--- config.mk ---
export PLATFORM = sky130hd
export DESIGN_NAME = uart_tx_fifo_flat
export DESIGN_NICKNAME = d
export VERILOG_FILES = /design/src/rtl/uart_tx_fifo_if.sv /design/src/rtl/uart_tx_fifo.sv /design/src/flat_wrapper.sv
export SDC_FILE = /design/constraint.sdc
export NUM_CORES = 1
export LEC_CHECK = 0
export BUFFER_PORTS_ARGS = -buffer_cell sky130_fd_sc_hd__buf_4
export CORE_UTILIZATION = 39
export DETAILED_ROUTE_END_ITERATION = 7
export SLEW_MARGIN = 20
export SYNTH_ARGS = -nofsm -noshare
export SYNTH_HDL_FRONTEND = slang
export SYNTH_SLANG_ARGS = --single-unit
export TNS_END_PERCENT = 30
--- constraint.sdc ---
create_clock -name clk -period 2.67 [get_ports clk]
set_clock_uncertainty 0.1 [all_clocks]
set_input_delay 0.1335 -clock clk [delete_from_list [all_inputs] [get_ports clk]]
set_output_delay 0.1335 -clock clk [all_outputs]
set_load 0.1 [all_outputs]
--- src/rtl/uart_tx_fifo_if.sv ---
// Producer/transmitter-side signal bundle for uart_tx_fifo.
// master drives pushes and tx_done; slave is the FIFO itself.
interface uart_tx_fifo_if #(
    parameter int DEPTH = 16,
    parameter int AW    = 4
);
    logic          wr_en;
    logic [7:0]    wr_data;
    logic          flush;
    logic          clr_ovf;
    logic          tx_done;
    logic          trmt;
    logic [7:0]    tx_data;
    logic          full;
    logic          empty;
    logic [AW:0]   count;
    logic          overflow;
    logic          busy;

    modport master (
        output wr_en, wr_data, flush, clr_ovf, tx_done,
        input  trmt, tx_data, full, empty, count, overflow, busy
    );

    modport slave (
        input  wr_en, wr_data, flush, clr_ovf, tx_done,
        output trmt, tx_data, full, empty, count, overflow, busy
    );
endinterface

--- src/rtl/uart_tx_fifo.sv ---
// Byte FIFO feeding a UART transmitter: pops one byte per frame,
// strobes trmt once, then waits for tx_done before the next launch.
module uart_tx_fifo #(
    parameter int DEPTH = 16,
    parameter int AW    = 4
) (
    input  logic           clk,
    input  logic           rst_n,
    uart_tx_fifo_if.slave  bus
);
    typedef enum logic {
        S_IDLE = 1'b0,
        S_WAIT = 1'b1
    } state_t;

    localparam logic [AW:0] FULL_CNT = (AW+1)'(DEPTH);

    state_t          r_state;
    state_t          w_state_nxt;
    logic [7:0]      r_mem [DEPTH];
    logic [AW-1:0]   r_wr_ptr;
    logic [AW-1:0]   r_rd_ptr;
    logic [AW:0]     r_count;
    logic            r_trmt;
    logic [7:0]      r_tx_data;
    logic            r_ovf;
    logic            w_full;
    logic            w_empty;
    logic            w_push;
    logic            w_launch;
    logic            w_busy;

    assign w_full  = (r_count == FULL_CNT);
    assign w_empty = (r_count == '0);
    assign w_push  = bus.wr_en && !w_full;

    always_ff @(posedge clk or negedge rst_n) begin
        if (!rst_n) r_state <= S_IDLE;
        else        r_state <= w_state_nxt;
    end

    // r_trmt guard hides the tx_done left high by the previous frame
    always_comb begin
        w_state_nxt = r_state;
        unique case (r_state)
            S_IDLE: if (w_launch) w_state_nxt = S_WAIT;
            S_WAIT: if (bus.tx_done && !r_trmt) w_state_nxt = S_IDLE;
            default: w_state_nxt = S_IDLE;
        endcase
    end

    always_comb begin
        w_launch = (r_state == S_IDLE) && !w_empty && !bus.flush;
        w_busy   = (r_state != S_IDLE);
    end

    always_ff @(posedge clk or negedge rst_n) begin
        if (!rst_n) begin
            r_wr_ptr <= '0;
            r_rd_ptr <= '0;
            r_count  <= '0;
        end else if (bus.flush) begin
            r_wr_ptr <= '0;
            r_rd_ptr <= '0;
            r_count  <= '0;
        end else begin
            if (w_push)   r_wr_ptr <= r_wr_ptr + 1'b1;
            if (w_launch) r_rd_ptr <= r_rd_ptr + 1'b1;
            unique case ({w_push, w_launch})
                2'b10:   r_count <= r_count + 1'b1;
                2'b01:   r_count <= r_count - 1'b1;
                default: r_count <= r_count;
            endcase
        end
    end

    always_ff @(posedge clk) begin
        if (w_push && !bus.flush) r_mem[r_wr_ptr] <= bus.wr_data;
    end

    always_ff @(posedge clk or negedge rst_n) begin
        if (!rst_n) begin
            r_trmt    <= 1'b0;
            r_tx_data <= 8'h00;
        end else begin
            r_trmt <= w_launch;
            if (w_launch) r_tx_data <= r_mem[r_rd_ptr];
        end
    end

    // a rejected push in the same cycle as clr_ovf keeps the flag set
    always_ff @(posedge clk or negedge rst_n) begin
        if (!rst_n)                    r_ovf <= 1'b0;
        else if (bus.wr_en && w_full)  r_ovf <= 1'b1;
        else if (bus.clr_ovf)          r_ovf <= 1'b0;
    end

    assign bus.trmt     = r_trmt;
    assign bus.tx_data  = r_tx_data;
    assign bus.full     = w_full;
    assign bus.empty    = w_empty;
    assign bus.count    = r_count;
    assign bus.overflow = r_ovf;
    assign bus.busy     = w_busy;
endmodule

--- src/flat_wrapper.sv ---
// flat-port wrapper written by rule: the top's interface ports become plain ports
module uart_tx_fifo_flat 
#(
    parameter int DEPTH = 16,
    parameter int AW    = 4
)
  (clk, rst_n, bus_wr_en, bus_wr_data, bus_flush, bus_clr_ovf, bus_tx_done, bus_trmt, bus_tx_data, bus_full, bus_empty, bus_count, bus_overflow, bus_busy);
  uart_tx_fifo_if #(.DEPTH(DEPTH), .AW(AW)) bus_i ();
  input  logic clk;
  input  logic rst_n;
  input wire logic [$bits(bus_i.wr_en)-1:0] bus_wr_en;
  input wire logic [$bits(bus_i.wr_data)-1:0] bus_wr_data;
  input wire logic [$bits(bus_i.flush)-1:0] bus_flush;
  input wire logic [$bits(bus_i.clr_ovf)-1:0] bus_clr_ovf;
  input wire logic [$bits(bus_i.tx_done)-1:0] bus_tx_done;
  output wire logic [$bits(bus_i.trmt)-1:0] bus_trmt;
  output wire logic [$bits(bus_i.tx_data)-1:0] bus_tx_data;
  output wire logic [$bits(bus_i.full)-1:0] bus_full;
  output wire logic [$bits(bus_i.empty)-1:0] bus_empty;
  output wire logic [$bits(bus_i.count)-1:0] bus_count;
  output wire logic [$bits(bus_i.overflow)-1:0] bus_overflow;
  output wire logic [$bits(bus_i.busy)-1:0] bus_busy;
  assign bus_i.wr_en = bus_wr_en;
  assign bus_i.wr_data = bus_wr_data;
  assign bus_i.flush = bus_flush;
  assign bus_i.clr_ovf = bus_clr_ovf;
  assign bus_i.tx_done = bus_tx_done;
  assign bus_trmt = bus_i.trmt;
  assign bus_tx_data = bus_i.tx_data;
  assign bus_full = bus_i.full;
  assign bus_empty = bus_i.empty;
  assign bus_count = bus_i.count;
  assign bus_overflow = bus_i.overflow;
  assign bus_busy = bus_i.busy;
  uart_tx_fifo #(.DEPTH(DEPTH), .AW(AW)) u_core (.clk(clk), .rst_n(rst_n), .bus(bus_i));
endmodule
==> metrics.cfg, run 1 <==
[die]
core-area_mm2 = 0.0153
fp.dieArea_mm2 = 0.0162
rows = 45
die_w_um = 127
die_y_um = 127
io_pins = 32
start_util_pct = 40.2

[sta]
maxSlewViolCount = 0
hold_ws_ns = 0.0592
maxSlewHeadroom_pct = 34.0
setup_violations = 2
tightest_slew_ns = 0.986
finalHoldViolCount = 0
post-route-min-period_ns = 2.68
max_freq_ghz = 0.373
fin_crit_sh_pct = 100
rsz0062_at_grt = yes
finalWorstSetupSlack_ns = -0.0116

[routing]
drt_first_pass_iters = 4
drc = 0
drt_iter0_drc = 188
wl_mm = 12.1
vias = 3188
routedWlPerCell_um = 19.2
vias_per_cell = 5.08
drtAntennaViolNets = 0

[critical_path]
r2r-start = u_core.bus.count[1]$_DFFE_PN0P_
cp.required_ns = 2.87
critPathKind = flop to flop
path_cells = or4_4, o21ai_4, nand2_2, fa_1, nor2b_1, o21a_1, o211a_1, o21ai_0, nor3b_2
critPathArrivalTime_ns = 2.88
endpoint_kind = flop
r2r_slack_ns = -0.01
rr_endpoint = u_core.bus.count[4]$_DFFE_PN0P_
reg2reg_depth = 9
cpMaxStageDelayCell = or4_4
cp_max_fo = 5
cp_slowest_stage_delay_ns = 0.55
start_kind = flop

[run_status]
status = finished with violations
violations = setup timing

[synthesis]
synth.area.top_cells = edfxtp_1 (63%), mux4_2 (12%), dfrtp_1 (9.8%), mux2i_1 (2.6%), ha_1 (1.6%)
syn_area_mm2 = 0.00614
yosys_warnings = 0
async_flop_share_pct = 15.8
synth_nets = 358
yosys-top-cells-count = edfxtp_1 (128), mux4_2 (32), dfrtp_1 (24), nor2_1 (24), nand2_1 (22)
synth_most_common_cell = edfxtp_1
yosys_register_bits = 152
ys_types = 36
synth.avg_cell_area_um2 = 18.3
ys_seq_area_share_pct = 72.4
synth_edf_count = 128
synth_top_area_share_pct = 62.6
synth_top_flop_cell = edfxtp_1
syn_inst = 335
yosysTopAreaCell = edfxtp_1

[power_and_ir_drop]
vdd_ir_drop_max_uv = 708
p_leak_nw = 2.61
p_per_area_mw_per_mm2 = 1020
totalPowerFinal_mw = 7.72

[global_route]
grt_pass1_vias = 3322
grt_max_degree = 34
grt_pass1_wl_mm = 18.8
gr-total-overflow = 0
antenna_found_initial = 0
track_usage_pct = 16.3

[clocking]
cts_tree = yes
clkSinkCount = 152
cts_buffers = 17
cts_root_buffer = clkbuf_16
clk_pin_slew_ns = 0.06
cts_buffer_depth = 2
htree_levels = 4
clock_latency_ns = 0.42

[place]
numPortBuffers = 31
hpwl_mm = 7.69
gp_congestion = 0.748

[worst_hold_path]
hp-class = input port to async pin

[final_layout]
syn_to_final_growth_pct = 22.9
register_area_mm2 = 0.00446
multi_input_area_mm2 = 0.00166
n_antenna_cell = 0
fillCellCount = 1267
final_layout_size_suffix_gt1_share_pct = 34.1
fin_nets = 427
utilization_pct = 49.4

[flow_run]
max-cap-violations = 0

-- routing by layer --
metal | part of all wire, % | track usage (%) | vias to the layer above | wire length, µm
met1 | 45 | 20.7 | 1669 | 5490
met3 | 2.7 | 4.10 | 15 | 330
met5 | 0 | 0 | - | 0
met4 | 1.3 | 6.37 | 0 | 151
li1 | - | - | 1446 | -
met2 | 51 | 26.8 | 58 | 6090
-- logic make-up (layout without fill, tap and decap cells) --
group                    after synthesis  after routing  share of synthesized area, %
AO/OA/AOI/OAI                         23             23                          2.98
XOR/XNOR                               7              7                         0.999
adder cells (fa/ha/maj)                9              9                          1.96
buffers and inverters                 26            108                          1.81
flip-flops                           152            152                          72.4
multiplexers                          52             52                          15.1
AND/OR/NAND/NOR                       66             66                          4.75
-- stage by stage --
step / setup WS [ns] / TNS (ns) / instance area, µm² / instances
after floorplan: -0.193 / -0.532 / 6200 / 335
after global placement: 0.0259 / 0 / 6790 / 580
after detailed placement: -0.0393 / -0.0393 / 6790 / 580
after CTS: -0.0474 / -0.0500 / 7480 / 625
after global routing: -0.140 / -0.239 / 7540 / 628
final: -0.0116 / -0.0173 / 7540 / 628
-- registers in the layout (all words and copies together), names as in the netlist --
register / flops
u_core.r_wr_ptr: 4
u_core.r_rd_ptr: 4
u_core.bus.trmt: 1
u_core.bus.overflow: 1
u_core.r_mem: 128
u_core.bus.count: 5
u_core.bus.busy: 1
u_core.bus.tx_data: 8
-- area by class of cell --
type                       instances  share of cell area (%)
sequential                       152                    59.1
multi-input combinational        157                    22.0
timing repair buffer              67                    7.43
clock buffer                      25                    6.57
tap                              211                    3.50
clock inverter                     7                   0.896
inverter                           9                   0.481
-- where the power goes --
part | leakage [nW] | internal, mW | total (mW) | switching [mW]
logic | 0.878 | 0.881 | 2.57 | 1.69
registers | 1.45 | 2.76 | 2.90 | 0.146
clock network | 0.281 | 1.38 | 2.25 | 0.873
total | 2.61 | 5.01 | 7.72 | 2.71
-- worst max path at each step --
stage,startpoint,to,cells past startpoint
2_1_floorplan,u_core.bus.count[0]$_DFFE_PN0P_,u_core.bus.count[4]$_DFFE_PN0P_,11
3_3_place_gp,u_core.bus.count[1]$_DFFE_PN0P_,u_core.bus.count[4]$_DFFE_PN0P_,10
3_5_place_dp,u_core.bus.count[1]$_DFFE_PN0P_,u_core.bus.count[4]$_DFFE_PN0P_,10
4_1_cts,u_core.bus.count[1]$_DFFE_PN0P_,u_core.bus.count[4]$_DFFE_PN0P_,10
5_1_grt,u_core.bus.count[1]$_DFFE_PN0P_,u_core.bus.count[4]$_DFFE_PN0P_,9
6_report,u_core.bus.count[1]$_DFFE_PN0P_,u_core.bus.count[4]$_DFFE_PN0P_,9
-- cells in the final DEF (no fill, tap or decap), drive strengths merged, types with 2 or more instances in the layout --
cell type	netlist	final
edfxtp	128	128
buf	10	54
mux4	32	32
clkbuf	7	25
nor2	24	24
dfrtp	24	24
nand2	22	22
mux2i	16	16
dlygate4sd3	0	13
inv	9	9
o221ai	8	8
ha	8	8
nor3	7	7
clkinv	0	6
xor2	5	5
a21oi	5	5
mux2	4	4
o21ai	4	4
nand2b	3	3
nor2b	3	3
xnor2	2	2
nand4	2	2
nor4	2	2
-- worst max-delay path, delay by kind of cell (launching register included) --
| kind | cells | cell delay [ns] |
|---|---|---|
| compound gates | 4 | 0.58 |
| fa+ha+maj | 1 | 0.38 |
| flops | 1 | 0.51 |
| simple gates | 4 | 0.99 |
-- repair_timing --
item                       CTS  global route
pin swaps                    0             5
gates resized for setup      0             5
setup buffers                0             3
hold buffers                13             0
setup endpoints to repair    2            10
hold endpoints to repair   163             0
No activity file was read; power rests on OpenSTA's default activity.
==> run 2, diff against run 1 <==
- CORE_UTILIZATION: 39 -> 54
- PLACE_DENSITY: default -> 0.75
==> metrics.cfg, run 2 (same netlist as run 1, synthesis figures left out) <==
[critical_path]
start_kind = flop
endpoint_kind = flop
crit_buf_inv = 0
cp_slowest_stage_delay_ns = 0.56
cp_max_fo = 3
critPathArrivalTime_ns = 2.83
cpMaxStageDelayCell = or4_4
critPathKind = flop to flop
cp.required_ns = 2.86
path_cells = or4_4, o21ai_4, nand2_2, fa_1, nor2b_2, o21a_1, o211a_1, o21ai_1, nor3b_2
crit_family = simple AND/OR/NAND/NOR gates

[place]
place_area_mm2 = 0.00663
numPortBuffers = 31
gp_congestion = 0.746
dp.cells = 501
hpwl_mm = 7.06

[sta]
post-route-min-period_ns = 2.63
setup_violations = 0
fin_crit_sh_pct = 98.6
max_freq_ghz = 0.380
tightest_slew_ns = 0.904
maxSlewViolCount = 0
maxSlewHeadroom_pct = 39.5
finalHoldViolCount = 0
rsz0062_at_grt = yes
tns_ns = 0
hold_ws_ns = 0.0613

[routing]
vias = 3180
drtAntennaViolNets = 0
drt_iter0_drc = 296
routedWlPerCell_um = 21.0
wl_mm = 11.5
drt_first_pass_iters = 4
vias_per_cell = 5.81
drc = 0

[die]
die_y_um = 109
io_pins = 32
rows = 38
start_util_pct = 56.1
fp.dieArea_mm2 = 0.0118
core-area_mm2 = 0.0109
die_w_um = 109

[final_layout]
fin_nets = 417
largest_reg_flops = 128
final_cell_mix = edfxtp_1 (128), buf_4 (43), mux4_2 (32), nor2_1 (22), nand2_1 (21)
n_antenna_cell = 0
mostFrequentLayoutCell = edfxtp_1
final_area_mm2 = 0.00734
final_layout_size_suffix_gt1_share_pct = 32.2
top_register = u_core.r_mem
fin_cells = 547
syn_to_final_growth_pct = 19.5

[global_route]
gr-total-overflow = 0
grt_pass1_wl_mm = 17.9
track_usage_pct = 22.1
antenna_found_initial = 0
grt_max_degree = 36
grt_pass1_vias = 3299

[clocking]
clk_pin_slew_ns = 0.06
clock_latency_ns = 0.41
cts_buffer_depth = 2
clkSinkCount = 152
htree_levels = 4
cts_buffers = 17
cts_tree = yes
cts_root_buffer = clkbuf_16

[power_and_ir_drop]
totalPowerFinal_mw = 7.59
vdd_ir_drop_max_uv = 1090
p_per_area_mw_per_mm2 = 1030
p_leak_nw = 2.52

[flow_run]
max-cap-violations = 0

[worst_hold_path]
hp-class = input port to async pin

[run_status]
status = completed

[run 2: cell count changes in the layout (fill, tap and decap cells not counted), sizes merged]
cell	delta
inv	+1
buf	-10
clkinvlp	+6
clkbuf	-7
[run 2: final cells by class]
| class | count | area (µm²) |
|---|---|---|
| Sequential cell | 152 | 4460 |
| Clock inverter | 14 | 109 |
| Tap cell | 140 | 175 |
| Clock buffer | 18 | 429 |
| Timing Repair Buffer | 57 | 473 |
| Multi-Input combinational cell | 157 | 1660 |
| Fill cell | 738 | 3600 |
| Inverter | 9 | 33.8 |
[run 2: per-layer routing]
layer  global-route usage (%)  share of wire [%]  up-vias
li1                         -                  -     1433
met1                     28.4                 41     1623
met2                     36.2                 52      109
met3                     4.28                5.5       15
met4                     11.1                1.3        0
met5                        0                  0        -
[run 2: worst register-to-register path, delay by kind of cell (launching register included)]
kind | cells | cell delay (ns)
flip-flops | 1 | 0.50
adder cells (fa/ha/maj) | 1 | 0.40
AO/OA/AOI/OAI | 4 | 0.59
AND/OR/NAND/NOR | 4 | 0.93
[run 2: metrics by stage]
step,utilization [%],setup slack (ns)
CTS,66.7,-0.0213
floorplan,-,-0.193
global placement,60.6,0.0803
detailed placement,60.6,-0.00766
global route,67.1,-0.0643
finish,67.1,0.0373
[run 2: what timing repair did]
action,4_1_cts,5_1_grt
hold buffers,13,0
pin swaps,0,0
gates resized for setup,0,6
setup buffers,0,1
setup endpoints to repair,1,10
hold endpoints to repair,163,0
[run 2: final timing paths]
check	from	to	slack (ns)	cells past startpoint
worst max-delay path	u_core.bus.count[0]$_DFFE_PN0P_	u_core.bus.count[4]$_DFFE_PN0P_	0.04	9
worst min-delay path	rst_n	u_core.bus.count[1]$_DFFE_PN0P_	0.06	2
worst max register to register	u_core.bus.count[0]$_DFFE_PN0P_	u_core.bus.count[4]$_DFFE_PN0P_	0.04	9
worst min register to register	u_core.bus.tx_data[5]$_DFFE_PN0P_	u_core.bus.tx_data[5]$_DFFE_PN0P_	0.42	2
max in group asynchronous	rst_n	u_core.bus.count[4]$_DFFE_PN0P_	2.13	2
min in group clk	u_core.bus.tx_data[5]$_DFFE_PN0P_	u_core.bus.tx_data[5]$_DFFE_PN0P_	0.42	2
[run 2: where the power goes]
part | internal [mW] | total [mW] | switching [mW] | leakage (nW)
logic | 0.846 | 2.49 | 1.64 | 0.818
clock network | 1.26 | 2.16 | 0.900 | 0.244
registers | 2.75 | 2.94 | 0.186 | 1.45
total | 4.86 | 7.59 | 2.73 | 2.52
==> run 3, diff against run 2 <==
- CORE_UTILIZATION: 54 -> 57
- clock period: 2.67 -> 2.8 ns (I/O delays scaled with it)
==> metrics.cfg, run 3 (same netlist as run 1, synthesis figures left out) <==
[run_status]
status = completed

[critical_path]
critPathKind = flop to flop
start_kind = flop
reg2reg_depth = 10
r2r-start = u_core.bus.count[1]$_DFFE_PN0P_
cp_max_fo = 6
r2r_slack_ns = 0.02
rr_endpoint = u_core.bus.count[4]$_DFFE_PN0P_
critPathArrivalTime_ns = 3.08
cp.required_ns = 3.10
endpoint_kind = flop

[routing]
drtAntennaViolNets = 0
drt_first_pass_iters = 4
routedWlPerCell_um = 21.7
vias = 3264
drc = 0
drt_iter0_drc = 185
vias_per_cell = 5.85
wl_mm = 12.1

[place]
numPortBuffers = 31
gp_congestion = 0.791
hpwl_mm = 7.22
dp.cells = 507

[die]
io_pins = 32
rows = 37
die_y_um = 106
fp.dieArea_mm2 = 0.0112
die_w_um = 106
core-area_mm2 = 0.0104
start_util_pct = 59.2

[power_and_ir_drop]
intPower_mw = 4.88
seqPwrFrac_pct = 37.0
p_per_area_mw_per_mm2 = 994
vdd_ir_drop_max_uv = 653
p_sw_share_pct = 34.8
p_leak_nw = 2.66
p_sw_mw = 2.60
combPwrFrac_pct = 32.3
clkPwrFrac_pct = 30.6

[global_route]
track_usage_pct = 24.0
grt_max_degree = 36
antenna_found_initial = 0
grt_pass1_wl_mm = 18.9
gr-total-overflow = 0
grt_pass1_vias = 3428

[clocking]
cts_tree = yes
htree_levels = 4
cts_root_buffer = clkbuf_8
cts_buffers = 17
clk_pin_slew_ns = 0.06
cts_buffer_depth = 2
clock_latency_ns = 0.52
clkSinkCount = 152

[worst_hold_path]
hold_depth = 2
hold_start = bus_wr_data[0]
hold-path-endpoint = u_core.r_mem[1][0]$_DFFE_PP_
hp-class = input port to flop

[sta]
maxSlewViolCount = 0
tightest_slew_ns = 0.692
finalHoldViolCount = 0
hold_ws_ns = 0.372
post-route-min-period_ns = 2.78
rsz0062_at_grt = yes
fin_crit_sh_pct = 99.3
maxSlewHeadroom_pct = 53.8
max_freq_ghz = 0.360
setup_violations = 0

[final_layout]
fillCellCount = 636
fin_nets = 432
final_cell_mix = edfxtp_1 (128), buf_4 (55), mux4_2 (32), nor2_1 (23), nand2_1 (21)
mostFrequentLayoutCell = edfxtp_1
top_register = u_core.r_mem
final_layout_size_suffix_gt1_share_pct = 33.6
n_antenna_cell = 0
fin_cells = 558
largest_reg_flops = 128
syn_to_final_growth_pct = 22.8

[flow_run]
max-cap-violations = 0

run 3: power by group through the flow:
| stage | clock, mW | sequential (mW) | combinational (mW) |
|---|---|---|---|
| floorplan | 0 | 3.53 | 1.06 |
| finish | 2.29 | 2.77 | 2.42 |
| CTS | 2.33 | 2.77 | 2.35 |
| global placement | 0 | 2.80 | 2.27 |
| global route | 2.41 | 2.79 | 2.56 |
| detailed placement | 0 | 2.82 | 2.30 |
run 3: what timing repair did:
| item | CTS | global route |
|---|---|---|
| buffers inserted | 0 | 3 |
| endpoints found under the setup margin | 1 | 2 |
| hold buffers | 16 | 0 |
| gates resized for setup | 2 | 7 |
| pin swaps | 0 | 7 |
| endpoints found under the hold margin | 167 | 0 |
run 3: how the worst max path moves through the flow:
stage / start / to / slack (ns) / depth (start not counted)
after floorplan: u_core.bus.count[0]$_DFFE_PN0P_ / u_core.bus.count[4]$_DFFE_PN0P_ / -0.08 / 11
after global placement: u_core.bus.count[0]$_DFFE_PN0P_ / u_core.bus.count[4]$_DFFE_PN0P_ / 0.11 / 10
after detailed placement: u_core.bus.count[0]$_DFFE_PN0P_ / u_core.bus.count[4]$_DFFE_PN0P_ / 0.009 / 10
after CTS: u_core.bus.count[0]$_DFFE_PN0P_ / u_core.bus.count[4]$_DFFE_PN0P_ / 0.05 / 10
after global routing: u_core.bus.count[1]$_DFFE_PN0P_ / u_core.bus.count[4]$_DFFE_PN0P_ / -0.04 / 10
final: u_core.bus.count[1]$_DFFE_PN0P_ / u_core.bus.count[4]$_DFFE_PN0P_ / 0.02 / 10
run 3: critical path, stage by stage (launching register included):
cell	delay, ns
dfrtp_4	0.50
or4_4	0.57
o21ai_4	0.18
nand2_2	0.09
inv_2	0.09
ha_4	0.21
nor2b_2	0.15
o21a_1	0.23
o211a_1	0.26
nor3_1	0.21
nor3b_2	0.07
run 3: routing by layer:
metal	wire, µm	track usage (%)
met1	4760	30.1
met2	6210	39.7
met3	852	6.25
met4	288	10.6
met5	0	0
run 3: stage by stage:
step           total power [mW]  cell area (µm²)  util, %  setup slack, ns  setup TNS [ns]
5_1_grt                    7.76             7530     72.6          -0.0384         -0.0440
4_1_cts                    7.46             7470     72.0           0.0490               0
3_5_place_dp               5.11             6680     64.4          0.00892               0
2_1_floorplan              4.59             6180        -          -0.0773          -0.186
6_report                   7.49             7530     72.6           0.0201               0
3_3_place_gp               5.07             6680     64.4            0.107               0
run 3: area by class of cell:
| cell class | count | area [µm²] | share of cell area, % |
|---|---|---|---|
| clock inverter | 4 | 50.0 | 0.664 |
| tap | 136 | 170 | 2.26 |
| inverter | 9 | 33.8 | 0.448 |
| multi-input combinational | 157 | 1660 | 22.0 |
| timing repair buffer | 72 | 603 | 8.01 |
| sequential | 152 | 4460 | 59.2 |
| clock buffer | 28 | 561 | 7.44 |
